File: config.mk
export PLATFORM = sky130hd
export DESIGN_NAME = pe_mac_os
export DESIGN_NICKNAME = d
export VERILOG_FILES = /design/src/rtl/pe_pkg.sv /design/src/rtl/pe_mac_os_mac_unit.sv /design/src/rtl/pe_mac_os.sv
export SDC_FILE = /design/constraint.sdc
export NUM_CORES = 1
export LEC_CHECK = 0
export CAP_MARGIN = 20
export CORE_AREA = 5 5 134 136
export DETAILED_ROUTE_END_ITERATION = 12
export DIE_AREA = 0 0 139 141
export PLACE_DENSITY_LB_ADDON = 0.12
export SETUP_SLACK_MARGIN = 0.02
export SYNTH_ARGS = -nofsm -noshare
export SYNTH_HDL_FRONTEND = slang
export SYNTH_HIERARCHICAL = 1
export SYNTH_SLANG_ARGS = --single-unit
export TNS_END_PERCENT = 5
File: constraint.sdc
create_clock -name clk -period 6.25 [get_ports clk]
set_clock_uncertainty 0.1 [all_clocks]
set_input_delay 1.25 -clock clk [delete_from_list [all_inputs] [get_ports clk]]
set_output_delay 1.25 -clock clk [all_outputs]
set_load 0.01 [all_outputs]
File: src/rtl/pe_pkg.sv
// Shared types and the width-generic saturating adder for the output-stationary PE.
package pe_pkg;

  typedef enum logic {
    ST_ACC   = 1'b0,
    ST_DRAIN = 1'b1
  } pe_state_e;

  // Widest accumulator the adder helper supports; narrower widths live in the low bits.
  localparam int unsigned MaxAccW = 64;

  typedef struct packed {
    logic [MaxAccW-1:0] sum;
    logic               ovf;
  } add_res_t;

  function automatic logic [MaxAccW-1:0] acc_umax(input int unsigned w);
    return (w >= MaxAccW) ? '1 : ((MaxAccW'(1) << w) - MaxAccW'(1));
  endfunction

  function automatic logic [MaxAccW-1:0] acc_smax(input int unsigned w);
    return acc_umax(w) >> 1;
  endfunction

  function automatic logic [MaxAccW-1:0] acc_smin(input int unsigned w);
    return MaxAccW'(1) << (w - 1);
  endfunction

  // a and b hold w-bit values in their low bits; the result is w bits wide.
  function automatic add_res_t sat_add(input logic [MaxAccW-1:0] a,
                                       input logic [MaxAccW-1:0] b,
                                       input int unsigned        w,
                                       input logic               is_signed,
                                       input logic               sat);
    logic [MaxAccW:0]   full;
    logic [MaxAccW:0]   carry_sh;
    logic [MaxAccW-1:0] a_sh, b_sh, s_sh;
    add_res_t           r;
    full     = {1'b0, a} + {1'b0, b};
    r.sum    = full[MaxAccW-1:0] & acc_umax(w);
    a_sh     = a >> (w - 1);
    b_sh     = b >> (w - 1);
    s_sh     = r.sum >> (w - 1);
    carry_sh = full >> w;
    if (is_signed) begin
      r.ovf = (a_sh[0] == b_sh[0]) && (s_sh[0] != a_sh[0]);
      if (sat && r.ovf) r.sum = a_sh[0] ? acc_smin(w) : acc_smax(w);
    end else begin
      r.ovf = carry_sh[0];
      if (sat && r.ovf) r.sum = acc_umax(w);
    end
    return r;
  endfunction

endpackage

File: src/rtl/pe_mac_os_mac_unit.sv
// Combinational multiply-accumulate datapath: full product, extension, wrap/saturate add.
module pe_mac_unit
  import pe_pkg::*;
#(
  parameter int unsigned DATA_W   = 8,
  parameter int unsigned ACC_W    = 32,
  parameter bit          SIGNED   = 1'b0,
  parameter bit          SATURATE = 1'b0
) (
  input  logic [DATA_W-1:0] a_i,
  input  logic [DATA_W-1:0] b_i,
  input  logic [ACC_W-1:0]  acc_i,
  output logic [ACC_W-1:0]  sum_o,
  output logic              ovf_o
);

  logic signed [2*DATA_W-1:0] prod_s;
  logic [2*DATA_W-1:0]        prod_u;
  logic [ACC_W-1:0]           prod_ext;
  add_res_t                   res;
  logic                       unused_hi;

  always_comb begin
    prod_s = $signed({{DATA_W{a_i[DATA_W-1]}}, a_i}) * $signed({{DATA_W{b_i[DATA_W-1]}}, b_i});
    prod_u = {{DATA_W{1'b0}}, a_i} * {{DATA_W{1'b0}}, b_i};
    if (SIGNED) prod_ext = ACC_W'(prod_s);
    else        prod_ext = ACC_W'(prod_u);
    res   = sat_add(MaxAccW'(acc_i), MaxAccW'(prod_ext), ACC_W, SIGNED, SATURATE);
    sum_o = res.sum[ACC_W-1:0];
    ovf_o = res.ovf;
  end

  assign unused_hi = ^res.sum;

endmodule

File: src/rtl/pe_mac_os.sv
// Output-stationary systolic PE: operand forwarding, gated MAC, and a column drain chain.
module pe_mac_os
  import pe_pkg::*;
#(
  parameter int unsigned DATA_W   = 8,
  parameter int unsigned ACC_W    = 32,
  parameter bit          SIGNED   = 1'b0,
  parameter bit          SATURATE = 1'b0,
  parameter int unsigned CNT_W    = 16
) (
  input  logic              clk,
  input  logic              rst,
  input  logic              clear,
  input  logic [DATA_W-1:0] left_in,
  input  logic              left_valid,
  input  logic [DATA_W-1:0] up_in,
  input  logic              up_valid,
  output logic [DATA_W-1:0] right_out,
  output logic              right_valid,
  output logic [DATA_W-1:0] down_out,
  output logic              down_valid,
  input  logic              drain,
  input  logic [ACC_W-1:0]  drain_in,
  input  logic              drain_valid_in,
  output logic [ACC_W-1:0]  result_out,
  output logic              result_valid,
  output logic              sat_flag,
  output logic [CNT_W-1:0]  mac_count
);

  pe_state_e         state_q, state_d;
  logic [DATA_W-1:0] right_q, right_d, down_q, down_d;
  logic              right_v_q, down_v_q;
  logic [ACC_W-1:0]  acc_q, acc_d, result_q, result_d;
  logic              result_v_q, result_v_d;
  logic              sat_q, sat_d;
  logic [CNT_W-1:0]  cnt_q, cnt_d;
  logic [ACC_W-1:0]  mac_sum;
  logic              mac_ovf;
  logic              mac_en;

  pe_mac_unit #(
    .DATA_W  (DATA_W),
    .ACC_W   (ACC_W),
    .SIGNED  (SIGNED),
    .SATURATE(SATURATE)
  ) u_mac (
    .a_i  (left_in),
    .b_i  (up_in),
    .acc_i(acc_q),
    .sum_o(mac_sum),
    .ovf_o(mac_ovf)
  );

  always_comb begin
    right_d    = left_valid ? left_in : '0;
    down_d     = up_valid ? up_in : '0;
    state_d    = state_q;
    acc_d      = acc_q;
    sat_d      = sat_q;
    cnt_d      = cnt_q;
    result_d   = result_q;
    result_v_d = 1'b0;
    // Leaving DRAIN (drain=0) is a normal accumulate cycle, so the MAC is gated on drain only.
    mac_en     = left_valid && up_valid && !drain;

    if (clear) begin
      acc_d = '0;
      sat_d = 1'b0;
      cnt_d = '0;
    end else if (mac_en) begin
      acc_d = mac_sum;
      sat_d = sat_q | mac_ovf;
      cnt_d = (cnt_q == '1) ? cnt_q : cnt_q + CNT_W'(1);
    end

    unique case (state_q)
      ST_ACC: begin
        if (drain) begin
          result_d   = acc_q;
          result_v_d = 1'b1;
          acc_d      = '0;
          sat_d      = 1'b0;
          cnt_d      = '0;
          state_d    = ST_DRAIN;
        end
      end
      ST_DRAIN: begin
        if (drain) begin
          result_d   = drain_in;
          result_v_d = drain_valid_in;
        end else begin
          state_d = ST_ACC;
        end
      end
      default: state_d = ST_ACC;
    endcase
  end

  always_ff @(posedge clk or posedge rst) begin
    if (rst) begin
      state_q    <= ST_ACC;
      right_q    <= '0;
      right_v_q  <= 1'b0;
      down_q     <= '0;
      down_v_q   <= 1'b0;
      acc_q      <= '0;
      sat_q      <= 1'b0;
      cnt_q      <= '0;
      result_q   <= '0;
      result_v_q <= 1'b0;
    end else begin
      state_q    <= state_d;
      right_q    <= right_d;
      right_v_q  <= left_valid;
      down_q     <= down_d;
      down_v_q   <= up_valid;
      acc_q      <= acc_d;
      sat_q      <= sat_d;
      cnt_q      <= cnt_d;
      result_q   <= result_d;
      result_v_q <= result_v_d;
    end
  end

  assign right_out    = right_q;
  assign right_valid  = right_v_q;
  assign down_out     = down_q;
  assign down_valid   = down_v_q;
  assign result_out   = result_q;
  assign result_valid = result_v_q;
  assign sat_flag     = sat_q;
  assign mac_count    = cnt_q;

endmodule
# After elaboration in Yosys (flattened, before gate mapping)
# Index checks and enable logic that the tools add are counted.
[totals]
reg_bits = 101
latch_bits = 0
ramBits = 0
romBits = 0
inputBits = 55
out_inout_bits = 68
memories = 0
[op_classes]
n_addsub = 2
multipliers = 1
n_div = 0
magnitude_cmp = 0
n_eq_ne = 3
shifts = 0
n_mux = 21
n_bitwise = 2
n_reduce_logical = 4
[ops]
columns = ["cell", "count"]
rows = [
  ["$mux 32", 6],
  ["$mux 16", 5],
  ["$pmux 32 s2", 1],
  ["$add 32x16->33", 1],
  ["$add 16x1->16 const B", 1],
  ["$eq 16x16->1 const B", 1],
  ["$mul 8x8->16", 1],
  ["$mux 8", 2],
  ["$mux 1", 6],
  ["$ne 2x2->1 const B", 2],
  ["$logic_and 1x1->1", 2],
  ["$pmux 1 s2", 1],
  ["$reduce_and 2->1", 1],
  ["$logic_not 1->1", 1],
  ["$not 1->1", 1],
  ["$or 1x1->1", 1],
]

# Longest topological paths before layout
[logic_depth]
ltp_word = 7
depth_mapped = 20
depth_no_buf = 19

# Cells and area by module
# Netlist, hierarchy kept.
[by_module_without_submodules]
columns = ["module", "instances", "cells_each", "area_each_um2"]
rows = [
  ["pe_mac_os", 1, 419, 4256.6],
  ["pe_mac_unit", 1, 370, 3005.4],
]

# Worst setup path before layout
# OpenSTA, ideal clock, no wires.
[synth_path]
kind = "input to register"
start = "in up_in[0]"
end = "reg acc_q[22]"
setup_time_ns = 0.078
arrival_ns = 5.472
required_ns = 6.072
setup_slack_ns = 0.600
path_stages = 18
n_path_buf = 1
cell_sequence = "clkbuf_1 -> nand2_1 -> fa_1 -> inv_1 -> fa_1 -> fa_1 -> inv_1 -> fa_1 -> inv_1 -> ha_1 -> o211ai_1 -> o21a_2 -> a2111oi_4 -> o221ai_4 -> nand3b_1 -> xnor2_1 -> nand2_1 -> a21oi_1"
[synth_via]
elab_chain_cells = 6
[synth_rtl]
columns = ["element", "line_no", "source"]
rows = [
  ["start: declaration", "pe_mac_os.sv:16", "input logic [DATA_W-1:0] up_in,"],
  ["$mul 8x8->16 (*)", "pe_mac_os_mac_unit.sv:25", "prod_u = {{DATA_W{1'b0}}, a_i} * {{DATA_W{1'b0}}, b_i};"],
  ["$add 32x16->33 (*)", "pe_pkg.sv:39", "full = {1'b0, a} + {1'b0, b};"],
  ["named net mac_sum[22]", "pe_mac_os.sv:38", "logic [ACC_W-1:0] mac_sum;"],
  ["$mux 32 (*)", "pe_mac_os.sv:71", "end else if (mac_en) begin"],
  ["$mux 32 (*)", "pe_mac_os.sv:67", "if (clear) begin"],
  ["$mux 32", "pe_mac_os.sv:79", "if (drain) begin"],
  ["$mux 32 (*)", "pe_mac_os.sv:77", "unique case (state_q)"],
  ["named net acc_d[22]", "pe_mac_os.sv:34", "logic [ACC_W-1:0] acc_q, acc_d, result_q, result_d;"],
  ["end signal: assignment", "pe_mac_os.sv:107", "acc_q <= '0;"],
  ["end signal: assignment", "pe_mac_os.sv:118", "acc_q <= acc_d;"],
  ["end: declaration", "pe_mac_os.sv:34", ""],
]
# The timed path passes the listed nets; every way through them passes the cells marked *.
# A chain may end at the register's enable or synchronous reset.

# Worst setup path in the final report
[layout_path]
start = "in left_in[6]"
end = "reg acc_q[25]"
[layout_via]
elab_chain_cells = 6
[layout_rtl]
columns = ["element", "line_no", "source"]
rows = [
  ["start: declaration", "pe_mac_os.sv:14", "input logic [DATA_W-1:0] left_in,"],
  ["$mul 8x8->16 (*)", "pe_mac_os_mac_unit.sv:25", ""],
  ["$add 32x16->33 (*)", "pe_pkg.sv:39", ""],
  ["named net mac_sum[25]", "pe_mac_os.sv:38", ""],
  ["$mux 32 (*)", "pe_mac_os.sv:71", ""],
  ["$mux 32 (*)", "pe_mac_os.sv:67", ""],
  ["$mux 32", "pe_mac_os.sv:79", ""],
  ["$mux 32 (*)", "pe_mac_os.sv:77", ""],
  ["named net acc_d[25]", "pe_mac_os.sv:34", ""],
]
# Marks and branches as above.

==> results by group <==
Logic synthesis
  – Netlist cell types: 51
  – EDFF count, synth: 0
  – Post-synth top area share: between 30% and 40%
  – Synthesis-stage register bit count: between 100 and 150
  – Ys flop type: dfrtp_1
  – Net count after synthesis: 936
  – Synthesized area per cell: 9.20 µm²
  – Area leader, netlist: dfrtp_1
  – Yosys warns: 6
  – Synth Instances: 789
  – Synthesized area: between 7000 and 8000 µm²
  – Register area share after synthesis: 34.8%
  – Synth top area cells: dfrtp_1, fa_1, ha_1, nand2_1, a21oi_1
  – Synth async-reset ratio: 100%

Floorplanning
  – Die Wd: 139 µm
  – Initial Util: between 40% and 50%
  – Core Rows: 48
  – Die height: between 100 and 150 µm
  – Total Die Area: 19600 µm²
  – Core Area: between 15000 and 20000 µm²
  – Ports: between 100 and 150

Outcome
  – Status: completed

Hold path
  – Min-delay worst type: reg -> reg

Critical path
  – Worst Setup SP: left_in[6]
  – Startpoint Class: input pin
  – Crit path cell chain: clkdlybuf4s50_1, nand2_1, fa_1, inv_1, fa_1, fa_1, inv_1, fa_1, inv_1, ha_1, and3_1, o311a_1, or3_1, a41o_1, nand3_1, xnor2_1, nand2_1, a21oi_1
  – CP Data Required Time: 6.43 ns
  – Worst r2r src: acc_q[7]
  – Reg2Reg Depth: 17
  – Worst reg2reg setup slack: 1.52 ns
  – Crit. End Element: flip-flop
  – Cell mode on critical path: fa_1
  – Max incr delay on CP: ~0.67 ns
  – End of the worst register-to-register path: acc_q[22]
  – Critical path class: in -> reg
  – Crit path DAT: 6.15 ns
  – CP Max Fanout: 9
  – Critical path's slowest cell: clkdlybuf4s50_1
  – CP endpoint: acc_q[25]

Routing
  – Final wirelength: 18.2 mm
  – DR vias/cell: between 5 and 6
  – Total vias in the final route: 5803
  – Pre-Repair DR Iteration Count: 4
  – ANT nets after route: 0
  – Drt drc: 0
  – Iter 0 DRT Violations: between 300 and 400
  – WL per Instance: 15.9 µm

Clock network
  – TritonCTS clock tree: done
  – Root Buffer: clkbuf_16
  – Clock slew at reported path FFs: about 0.070 ns
  – H-tree Lvls: 3
  – # hold bufs at CTS: 0
  – Total CTS buffers: 9
  – Clock network latency to the later pin of the worst-skew pair: 0.35 ns
  – Max Buffers Root-to-Sink: 2
  – Clock sink total: 101

Power and ir drop
  – Pwr dens: 262 nW/µm²
  – Leakage power: 4.25 nW
  – Worst VDD drop: 139 µV

Global route
  – First-pass GRT wire length: 31.2 mm
  – GRT overflow: 0
  – Vias in the first global route: 6158
  – Total track usage: 19.4%
  – Initial antenna violation count: 0
  – Pin count of the biggest net entering global routing: 69

Timing
  – Fmax: 0.167 GHz
  – Slew Viols, Final: 0
  – Final Hold Fails: 0
  – Rel. slew slack: 47.5%
  – Slew @ Worst Pin: 0.788 ns
  – # setup viols final: 0
  – Min Tclk post-route: 5.98 ns
  – RSZ-0062 raised after global routing: yes
  – Setup WS post-layout: 0.274 ns
  – Tcrit/Tclk final: a little over nine tenths
  – Hold WS: 0.401 ns

Final layout
  – Design Area, Final: 9160 µm²
  – Nets: 1066
  – Layout cells sized above 1: 6.17%
  – Antenna Cells: 0
  – Leading cell type in the layout, fill and taps excluded: clkdlybuf4s50_1
  – Layout area overhead: 26.1%
  – Most frequent cells in the layout: clkdlybuf4s50_1, nand2_1, inv_1
  – Fin cells: between 1k and 1.5k

Place
  – Cell Area, Placed: 8850 µm²
  – Post-DP HPWL: 14.0 mm
  – GP Congestion: 0.846
  – Placed insts: ~1.1k
  – Pre-CTS setup slack: -0.0897 ns
  – I/O Buffers: 122

Flow run
  – Max-cap viol count: 0
-- flip-flops by register name (all words and copies together), names as in the netlist --
name	flops
right_valid	1
mac_count	16
result_valid	1
sat_flag	1
right_out	8
down_valid	1
state_q	1
down_out	8
result_out	32
acc_q	32
-- final cells by class --
type | count | area (µm²)
Tap cell | 225 | 282
Multi-Input combinational cell | 553 | 4230
Timing Repair Buffer | 150 | 1430
Sequential cell | 101 | 2530
Fill cell | 1543 | 7660
Clock inverter | 6 | 71.3
Inverter | 104 | 393
Clock buffer | 10 | 229
-- critical path, delay by kind of cell --
| family | cells | cell delay, ns |
|---|---|---|
| compound gates | 3 | 0.61 |
| xor+xnor | 1 | 0.12 |
| fa+ha+maj | 5 | 2.35 |
| buf+inv | 4 | 0.83 |
| simple gates | 5 | 0.99 |
-- logic make-up (layout without fill, tap and decap cells) --
| logic type | count (synthesis) | in the layout | share of synthesized area [%] |
|---|---|---|---|
| compound gates | 132 | 132 | 11.1 |
| simple gates | 269 | 269 | 18.1 |
| fa+ha+maj | 92 | 92 | 21.0 |
| flops | 101 | 101 | 34.8 |
| buf+inv | 135 | 270 | 7.12 |
| xor+xnor | 27 | 27 | 3.26 |
| mux | 33 | 33 | 4.55 |
-- metrics by stage --
stage / TNS (ns) / util [%] / power (mW)
2_1_floorplan: 0 / - / 1.46
3_3_place_gp: -0.0297 / 52.6 / 1.81
3_5_place_dp: -0.642 / 52.6 / 1.82
4_1_cts: 0 / 54.4 / 2.41
5_1_grt: 0 / 54.4 / 2.60
6_report: 0 / 54.4 / 2.40
-- routing by layer --
layer  track usage, %  wire length (µm)  up-vias  part of all wire [%]
met5                0                 0        -                     0
met3             3.15               621       21                   3.4
li1                 -                 -     2848                     -
met1             25.4              8240     2811                    45
met4             5.66               320        0                   1.8
met2             33.4              9040      123                    50
-- repair_timing --
item                                    4_1_cts  5_1_grt
endpoints found under the setup margin        0        1
setup buffers                                 0        0
resized for setup                             0        1
-- worst min path at each step --
stage,start,end,cells past startpoint
floorplan,acc_q[13],acc_q[13],2
global placement,sat_flag,sat_flag,2
detailed placement,sat_flag,sat_flag,2
CTS,sat_flag,sat_flag,2
global route,mac_count[11],mac_count[11],1
finish,sat_flag,sat_flag,2
-- cells in the mapped netlist, drive strengths merged (8+ instances only) --
| library cell | count |
|---|---|
| a21oi | 83 |
| and2 | 47 |
| buf | 12 |
| clkbuf | 19 |
| dfrtp | 101 |
| fa | 50 |
| ha | 42 |
| inv | 104 |
| mux2i | 33 |
| nand2 | 114 |
| nand3 | 12 |
| nor2 | 49 |
| nor3 | 8 |
| o21ai | 9 |
| xnor2 | 19 |
| xor2 | 8 |
-- power by group --
part           internal, mW  total (mW)  switching, mW
Clock                 0.315       0.579          0.264
Sequential            0.692       0.720         0.0275
Combinational         0.500        1.10          0.599
Total                  1.51        2.40          0.890
Note: power is estimated with default switching activity, not from simulation.
